[src/rtl/video_pattern_generator.sv]
// Test-pattern source for display bring-up: takes sync-generator timing and emits
// RGB pixels aligned to de, with all outputs delayed by exactly two pclk cycles.
module video_pattern_generator #(
  parameter int    DATA_WIDTH   = 8,
  parameter int    H_ACTIVE     = 1920,
  parameter int    V_ACTIVE     = 1080,
  parameter string SYNC_NEGATED = "FALSE"
) (
  input  logic                  pclk,
  input  logic                  rst_n,
  input  logic [2:0]            pattern_sel,
  input  logic                  in_vsync,
  input  logic                  in_hsync,
  input  logic                  in_de,
  input  logic                  in_field,
  output logic                  out_vsync,
  output logic                  out_hsync,
  output logic                  out_de,
  output logic                  out_field,
  output logic [DATA_WIDTH-1:0] r,
  output logic [DATA_WIDTH-1:0] g,
  output logic [DATA_WIDTH-1:0] b
);

  localparam logic                  NEG      = (SYNC_NEGATED == "TRUE");
  localparam int                    BAR_W    = H_ACTIVE / 8;
  localparam logic [12:0]           BAR_LAST = 13'(BAR_W - 1);
  localparam logic [12:0]           X_LAST   = 13'(H_ACTIVE - 1);
  localparam logic [11:0]           Y_LAST   = 12'(V_ACTIVE - 1);
  localparam logic [DATA_WIDTH-1:0] FS       = '1;

  typedef enum logic [2:0] {
    PAT_BLACK   = 3'd0,
    PAT_BARS    = 3'd1,
    PAT_RAMP    = 3'd2,
    PAT_CHECKER = 3'd3,
    PAT_LINE    = 3'd4,
    PAT_BORDER  = 3'd5,
    PAT_RSVD6   = 3'd6,
    PAT_RSVD7   = 3'd7
  } pat_e;

  // Stage 1: re-timed inputs and pixel coordinates
  logic        vs1_q, vs1_d, hs1_q, hs1_d, de1_q, de1_d, fld1_q, fld1_d;
  logic [12:0] x_q, x_d, bar_px_q, bar_px_d;
  logic [11:0] y_q, y_d;
  logic [7:0]  frame_q, frame_d;
  logic [2:0]  bar_idx_q, bar_idx_d;
  pat_e        sel_q, sel_d;

  // Stage 2: output registers
  logic                  vs2_q, vs2_d, hs2_q, hs2_d, de2_q, de2_d, fld2_q, fld2_d;
  logic [DATA_WIDTH-1:0] r_q, r_d, g_q, g_d, b_q, b_d;

  logic                  fs, de_run, de_fall, fld_chg;
  logic [2:0]            mask;
  logic                  use_ramp;
  logic [DATA_WIDTH-1:0] pix_r, pix_g, pix_b;

  always_comb begin
    fs      = (in_vsync ^ NEG) & ~(vs1_q ^ NEG);
    de_run  = in_de & de1_q;
    de_fall = de1_q & ~in_de;
    fld_chg = in_field ^ fld1_q;

    vs1_d   = in_vsync;
    hs1_d   = in_hsync;
    de1_d   = in_de;
    fld1_d  = in_field;

    x_d     = de_run ? x_q + 13'd1 : 13'd0;

    // A frame start or field change outranks a coincident de fall
    if (fs || fld_chg) begin
      y_d = 12'd0;
    end else if (de_fall) begin
      y_d = y_q + 12'd1;
    end else begin
      y_d = y_q;
    end

    frame_d = fs ? frame_q + 8'd1 : frame_q;
    sel_d   = fs ? pat_e'(pattern_sel) : sel_q;

    bar_px_d  = 13'd0;
    bar_idx_d = 3'd0;
    if (de_run) begin
      bar_idx_d = bar_idx_q;
      if (bar_px_q == BAR_LAST) begin
        if (bar_idx_q != 3'd7) bar_idx_d = bar_idx_q + 3'd1;
      end else begin
        bar_px_d = bar_px_q + 13'd1;
      end
    end
  end

  // Pixel compute works on the stage-1 coordinates; mask bits are {r,g,b}
  always_comb begin
    mask     = 3'b000;
    use_ramp = 1'b0;
    case (sel_q)
      PAT_BARS: begin
        case (bar_idx_q)
          3'd0:    mask = 3'b111;
          3'd1:    mask = 3'b110;
          3'd2:    mask = 3'b011;
          3'd3:    mask = 3'b010;
          3'd4:    mask = 3'b101;
          3'd5:    mask = 3'b100;
          3'd6:    mask = 3'b001;
          default: mask = 3'b000;
        endcase
      end
      PAT_RAMP:    use_ramp = 1'b1;
      PAT_CHECKER: mask = {3{x_q[6] ^ y_q[6]}};
      PAT_LINE:    mask = {3{x_q[7:0] == frame_q}};
      PAT_BORDER:  mask = {3{(x_q == 13'd0) || (x_q == X_LAST) ||
                             (y_q == 12'd0) || (y_q == Y_LAST)}};
      default:     mask = 3'b000;
    endcase

    if (use_ramp) begin
      pix_r = x_q[DATA_WIDTH-1:0];
      pix_g = x_q[DATA_WIDTH-1:0];
      pix_b = x_q[DATA_WIDTH-1:0];
    end else begin
      pix_r = mask[2] ? FS : '0;
      pix_g = mask[1] ? FS : '0;
      pix_b = mask[0] ? FS : '0;
    end

    vs2_d  = vs1_q;
    hs2_d  = hs1_q;
    de2_d  = de1_q;
    fld2_d = fld1_q;
    r_d    = de1_q ? pix_r : '0;
    g_d    = de1_q ? pix_g : '0;
    b_d    = de1_q ? pix_b : '0;
  end

  always_ff @(posedge pclk or negedge rst_n) begin
    if (!rst_n) begin
      vs1_q     <= NEG;
      hs1_q     <= NEG;
      de1_q     <= 1'b0;
      fld1_q    <= 1'b0;
      x_q       <= '0;
      y_q       <= '0;
      frame_q   <= '0;
      sel_q     <= PAT_BLACK;
      bar_px_q  <= '0;
      bar_idx_q <= '0;
      vs2_q     <= NEG;
      hs2_q     <= NEG;
      de2_q     <= 1'b0;
      fld2_q    <= 1'b0;
      r_q       <= '0;
      g_q       <= '0;
      b_q       <= '0;
    end else begin
      vs1_q     <= vs1_d;
      hs1_q     <= hs1_d;
      de1_q     <= de1_d;
      fld1_q    <= fld1_d;
      x_q       <= x_d;
      y_q       <= y_d;
      frame_q   <= frame_d;
      sel_q     <= sel_d;
      bar_px_q  <= bar_px_d;
      bar_idx_q <= bar_idx_d;
      vs2_q     <= vs2_d;
      hs2_q     <= hs2_d;
      de2_q     <= de2_d;
      fld2_q    <= fld2_d;
      r_q       <= r_d;
      g_q       <= g_d;
      b_q       <= b_d;
    end
  end

  assign out_vsync = vs2_q;
  assign out_hsync = hs2_q;
  assign out_de    = de2_q;
  assign out_field = fld2_q;
  assign r         = r_q;
  assign g         = g_q;
  assign b         = b_q;

endmodule
[config.mk]
export PLATFORM = sky130hd
export DESIGN_NAME = video_pattern_generator
export DESIGN_NICKNAME = d
export VERILOG_FILES = /design/src/rtl/video_pattern_generator.sv
export SDC_FILE = /design/constraint.sdc
export NUM_CORES = 1
export LEC_CHECK = 0
export ABC_AREA = 1
export CAP_MARGIN = 30
export CORE_MARGIN = 2
export CORE_UTILIZATION = 64
export CTS_BUF_LIST = sky130_fd_sc_hd__clkbuf_4
export CTS_CLUSTER_DIAMETER = 100
export DETAILED_ROUTE_END_ITERATION = 10
export PLACE_DENSITY = 0.86
export SLEW_MARGIN = 0
export SYNTH_ARGS = -nofsm -noshare
export SYNTH_HDL_FRONTEND = slang
export SYNTH_SLANG_ARGS = --single-unit
[constraint.sdc]
create_clock -name pclk -period 2.4 [get_ports pclk]
set_input_delay 0.24 -clock pclk [delete_from_list [all_inputs] [get_ports pclk]]
set_output_delay 0.24 -clock pclk [all_outputs]
set_load 0.1 [all_outputs]
Word level (Yosys, flattened, before mapping)
Cells that the tools add are included.

word-level totals
  register bits after elaboration = 84
  ROM bits = 0
  memories = 0
  bits in latches = 0
  RAM bits = 0
  input port bits = 9

cells by class
  shifts and indexed selects = 0
  multipliers = 0
  divide/modulo/power cells = 0
  $add $sub $neg = 5
  bitwise logic cells = 7
  eq/ne operators = 18
  muxes and demuxes = 20
  order comparisons = 0
  reductions and logical operators = 9

operators by type and width
  kind                                                                     count
  8-bit two-way mux                                                        9
  13-bit two-way mux                                                       3
  13-bit by 1-bit adder with 13-bit output, second input constant          2
  12-bit two-way mux                                                       2
  3-bit one-hot mux with 7 select lines                                    1
  3-bit == test, second input constant                                     5
  13-bit by 11-bit == test with 1-bit output, second input constant        1
  13-bit by 8-bit == test with 1-bit output, second input constant         1
  13-bit logical NOT                                                       1
  12-bit by 1-bit adder with 12-bit output, second input constant          1
  12-bit by 11-bit == test with 1-bit output, second input constant        1
  3-bit by 2-bit == test with 1-bit output, second input constant          4
  12-bit logical NOT                                                       1
  3-bit one-hot mux with 4 select lines                                    1
  3-bit two-way mux                                                        3
  8-bit by 1-bit adder with 8-bit output, second input constant            1
  8-bit == test                                                            1
  3-bit by 1-bit == test with 1-bit output, second input constant          2
  1-bit logical OR                                                         4
  2-bit by 1-bit inequality test with 1-bit output, second input constant  2
  3-bit by 1-bit adder with 3-bit output, second input constant            1
  1-bit bitwise AND                                                        3
  3-bit logical NOT                                                        1
  3-bit inequality test, second input constant                             1
  other kinds (5)                                                          7

Logic depth before layout (Yosys ltp)
  word-level depth = 8
  mapped depth = 11

Worst setup path before layout
OpenSTA, ideal clock, no wires.

  kind = reg2reg
  from = register bar_idx_q[0]
  to = register g_q[0], in the netlist g[0]
  clock period less this slack = 1.623 ns
  setup time = 0.114 ns
  slack = 0.777 ns
  cell stages (with the launch flop) = 10
  arrival = 1.508 ns
  buffers on the path = 0
  cell sequence = dfrtp_1 inv_1 ha_1 or2_1 o21ai_0 nand2_1 a21oi_1 nand4_2 nand2_1 inv_1

between the ends
  longest elaborated chain between the ends = 6
  elaborated cells on any way between the ends = 12

RTL lines
  element                                    line  text
  start: declaration                         48    logic [2:0] bar_idx_q, bar_idx_d;
  start signal: assignment                   170   bar_idx_q <= bar_idx_d;
  3-bit == test (tied with other cells)      103   case (bar_idx_q)
  3-bit one-hot mux with 7 select lines (*)  103
  3-bit one-hot mux with 4 select lines (*)  101   case (sel_q)
  8-bit two-way mux (*)                      128   pix_g = mask[1] ? FS : '0;
  8-bit two-way mux (*)                      122   if (use_ramp) begin
  8-bit two-way mux (*)                      137   g_d = de1_q ? pix_g : '0;
  via g_d[0]                                 53    logic [DATA_WIDTH-1:0] r_q, r_d, g_q, g_d, b_q, b_d;
  end signal: assignment                     176   g_q <= g_d;
  end: declaration                           53

Mark *: on every way through the listed nets, which the timed path passes. The rest lies on a longest branch.
A chain may end at the register's enable or synchronous reset.

Final worst setup path
Same ends and word-level chain as after synthesis.

==> impl_metrics.env <==
export IMPL_rsz0062_at_grt="no"
export IMPL_power_leakage_nw=2.41
export IMPL_cts_root_buf="clkbuf_4"
export IMPL_die_w_um=84.2
export IMPL_clock_fmax_ghz=0.519
export IMPL_crit_path_cell_trace="inv_1 -> ha_1 -> or2_1 -> o21ai_0 -> nand2_1 -> a21oi_1 -> nand4_2 -> nand2_1 -> inv_1"
export IMPL_powerDensity_mw_per_mm2=720
export IMPL_drt_iter0_markers=135
export IMPL_cts_made_buffers=9
export IMPL_maxCapViolations=0
export IMPL_synth_warnings=0
export IMPL_grt_pass1_vias=3128
export IMPL_async_flop_share_pct=100
export IMPL_area_growth_pct=12.9
export IMPL_nNetsFinal=549
export IMPL_initial_core_util_pct=65.6
export IMPL_die_y_um=84.2
export IMPL_syn_inst=483
export IMPL_cts_tree="built"
export IMPL_critPathLaunchType="register"
export IMPL_p_total_w=0.00335
export IMPL_layoutNonFillerInstCount=610
export IMPL_grtUsageTotal_pct=24.8
export IMPL_synth_edf_count=0
export IMPL_required_ns=2.73
export IMPL_hpwl_um=5960
export IMPL_synthTopCellsByArea="dfrtp_1 51%, nand2_1 8.5%, inv_1 8.0%"
export IMPL_finalSetupViolations=0
export IMPL_h_tree_depth=3
export IMPL_drc=0
export IMPL_ctsLongestPathBuffers=2
export IMPL_portBuffers=36
export IMPL_synth_top_area_share_pct=51.1
export IMPL_layout_drive_gt1_share_pct=15.6
export IMPL_slew_headroom_pct=67.7
export IMPL_netlist_area_sq_mm=0.00412
export IMPL_synth_commonest_cells="93 x nand2_1, 88 x inv_1, 84 x dfrtp_1"
export IMPL_routabilityCongestion=0.815
export IMPL_status="finished clean"
export IMPL_clock_sinks=84
export IMPL_tns_ns=0
export IMPL_path_clk_slew_ns=0.13
export IMPL_crit_arrival_ns=2.25
export IMPL_finClkSkew_ns=0.0150
export IMPL_crit_slowest_cell="dfrtp_1"
export IMPL_synth_top_cell_by_area="dfrtp_1"
export IMPL_antenna_left=0
export IMPL_ys_types=36
export IMPL_rows=29
export IMPL_period_share_pct=80.2
export IMPL_yosysMostFrequentCell="nand2_1"
export IMPL_crit_path_end_kind="register"
export IMPL_syn_area_per_cell_sq_um=8.52
export IMPL_hold_path_class="in -> reg"
export IMPL_slowest_delay_ns=0.47
export IMPL_antenna_found_initial=0
export IMPL_path_max_fanout=8
export IMPL_path_buf_inv=2
export IMPL_hold_viol=0
export IMPL_path_class="reg -> reg"
export IMPL_postCtsResizedCells=0
export IMPL_grt_first_pass_wirelength_um=14000
export IMPL_tightest_slew_ns=0.485
export IMPL_synth_seq_cells=84
export IMPL_grt_ovfl_total=0
export IMPL_timing_final_max_slew_violations=0
export IMPL_syn_nets=504
export IMPL_irDropWorstVdd_mv=0.698
export IMPL_min_period_ns=1.93
export IMPL_viasPerCell=5.22
export IMPL_grt_max_degree=49
export IMPL_placedCellCount=593
export IMPL_num_vias=3185
export IMPL_insertion_delay_ns=0.42
export IMPL_first_pass_iters=5
export IMPL_ys_flop_type="dfrtp_1"
export IMPL_seq_area_frac_synth_pct=51.1
export IMPL_die_area_sq_mm=0.00709
export IMPL_cp_top_family="simple AND/OR/NAND/NOR gates"
export IMPL_ioPinCount=37
export IMPL_core_sq_mm=0.00628
export IMPL_wirelength_um=8070
export IMPL_wl_per_cell_um=13.2
export IMPL_n_antenna_cell=0
[metal layers]
layer  wire length [um]  part of all wire [%]  track usage (%)  vias to the layer above
met5                  0                     0                0                        -
met4                 92                   1.1             6.89                        0
met3                492                   6.1             7.08                       10
met2               3870                    48             40.0                       95
met1               3610                    45             33.2                     1489
li1                   -                     -                -                     1591
[cell usage in the layout (no fill, tap or decap), drive strengths merged, types with 2 or more instances in the layout]
cell type      count
o21ai             23
nor3b              3
buf               31
or2                3
xor2               9
clkinvlp           2
a31oi              3
nor2              61
inv               96
nor3              24
clkbuf             9
clkinv             2
dfrtp             84
ha                12
clkdlybuf4s50      7
nor4               2
a21oi             22
nand4             12
o21a               3
xnor2              3
nand3             15
nand2            101
[flip-flops by register name (all words and copies together) (netlist names), 3 cells and up]
| register | count |
|---|---|
| b | 8 |
| bar_idx_q | 3 |
| bar_px_q | 13 |
| frame_q | 8 |
| g | 8 |
| r | 8 |
| sel_q | 3 |
| x_q | 13 |
| y_q | 12 |
[power breakdown]
part | switching, W | leakage (nW) | internal, W
combinational | 0.000682 | 1.23 | 0.000208
clock | 0.000498 | 0.0706 | 0.000323
sequential | 0.0000987 | 1.11 | 0.00154
[cell type report]
cell class | instances | area [sq um]
Timing Repair Buffer | 39 | 325
Inverter | 94 | 353
Fill cell | 444 | 1630
Clock buffer | 9 | 67.6
Tap cell | 77 | 96.3
Multi-Input combinational cell | 300 | 1630
Clock inverter | 7 | 75.1
Sequential cell | 84 | 2100
[worst paths after layout]
path,start,to,slack [ns],cells after the start
min reg2reg,hs1_q,out_hsync,0.37,0
max in group asynchronous,rst_n,bar_px_q[11],1.47,3
max reg2reg,bar_idx_q[0],g[0],0.47,9
min in group asynchronous,rst_n,x_q[6],0.31,2
min,in_hsync,hs1_q,0.25,1
max,bar_idx_q[0],g[0],0.47,9
[per-stage QoR]
| stage | instance area [sq um] | util (%) | setup WS, ns | hold WS [ns] |
|---|---|---|---|---|
| 6_report | 4650 | 74.1 | 0.475 | 0.254 |
| 5_1_grt | 4650 | 74.1 | 0.354 | 0.223 |
| 4_1_cts | 4650 | 74.1 | 0.473 | 0.234 |
| 3_5_place_dp | 4500 | 71.6 | 0.387 | 0.236 |
| 3_3_place_gp | 4500 | 71.6 | 0.549 | 0.237 |
| 2_1_floorplan | 4120 | - | 0.777 | -0.0556 |
[kinds of logic (layout without fill, tap and decap cells)]
logic type                 after synthesis  in the layout  synth area share (%)
AOI/OAI and AO/OA                       54             54                  7.02
xor gates and xnor gates                12             12                  2.55
adders and majority gates               12             12                  3.65
buffers and inverters                   99            149                  9.33
DFF                                     84             84                  51.1
and+or+nand+nor                        222            222                  26.4
[timing repair]
| action | 4_1_cts | 5_1_grt |
|---|---|---|
| buffers inserted | 0 | 0 |
| setup endpoints to repair | 0 | 0 |
| hold buffers | 1 | 0 |
| hold endpoints to repair | 36 | 0 |
Power figures use the tool's default switching activity.
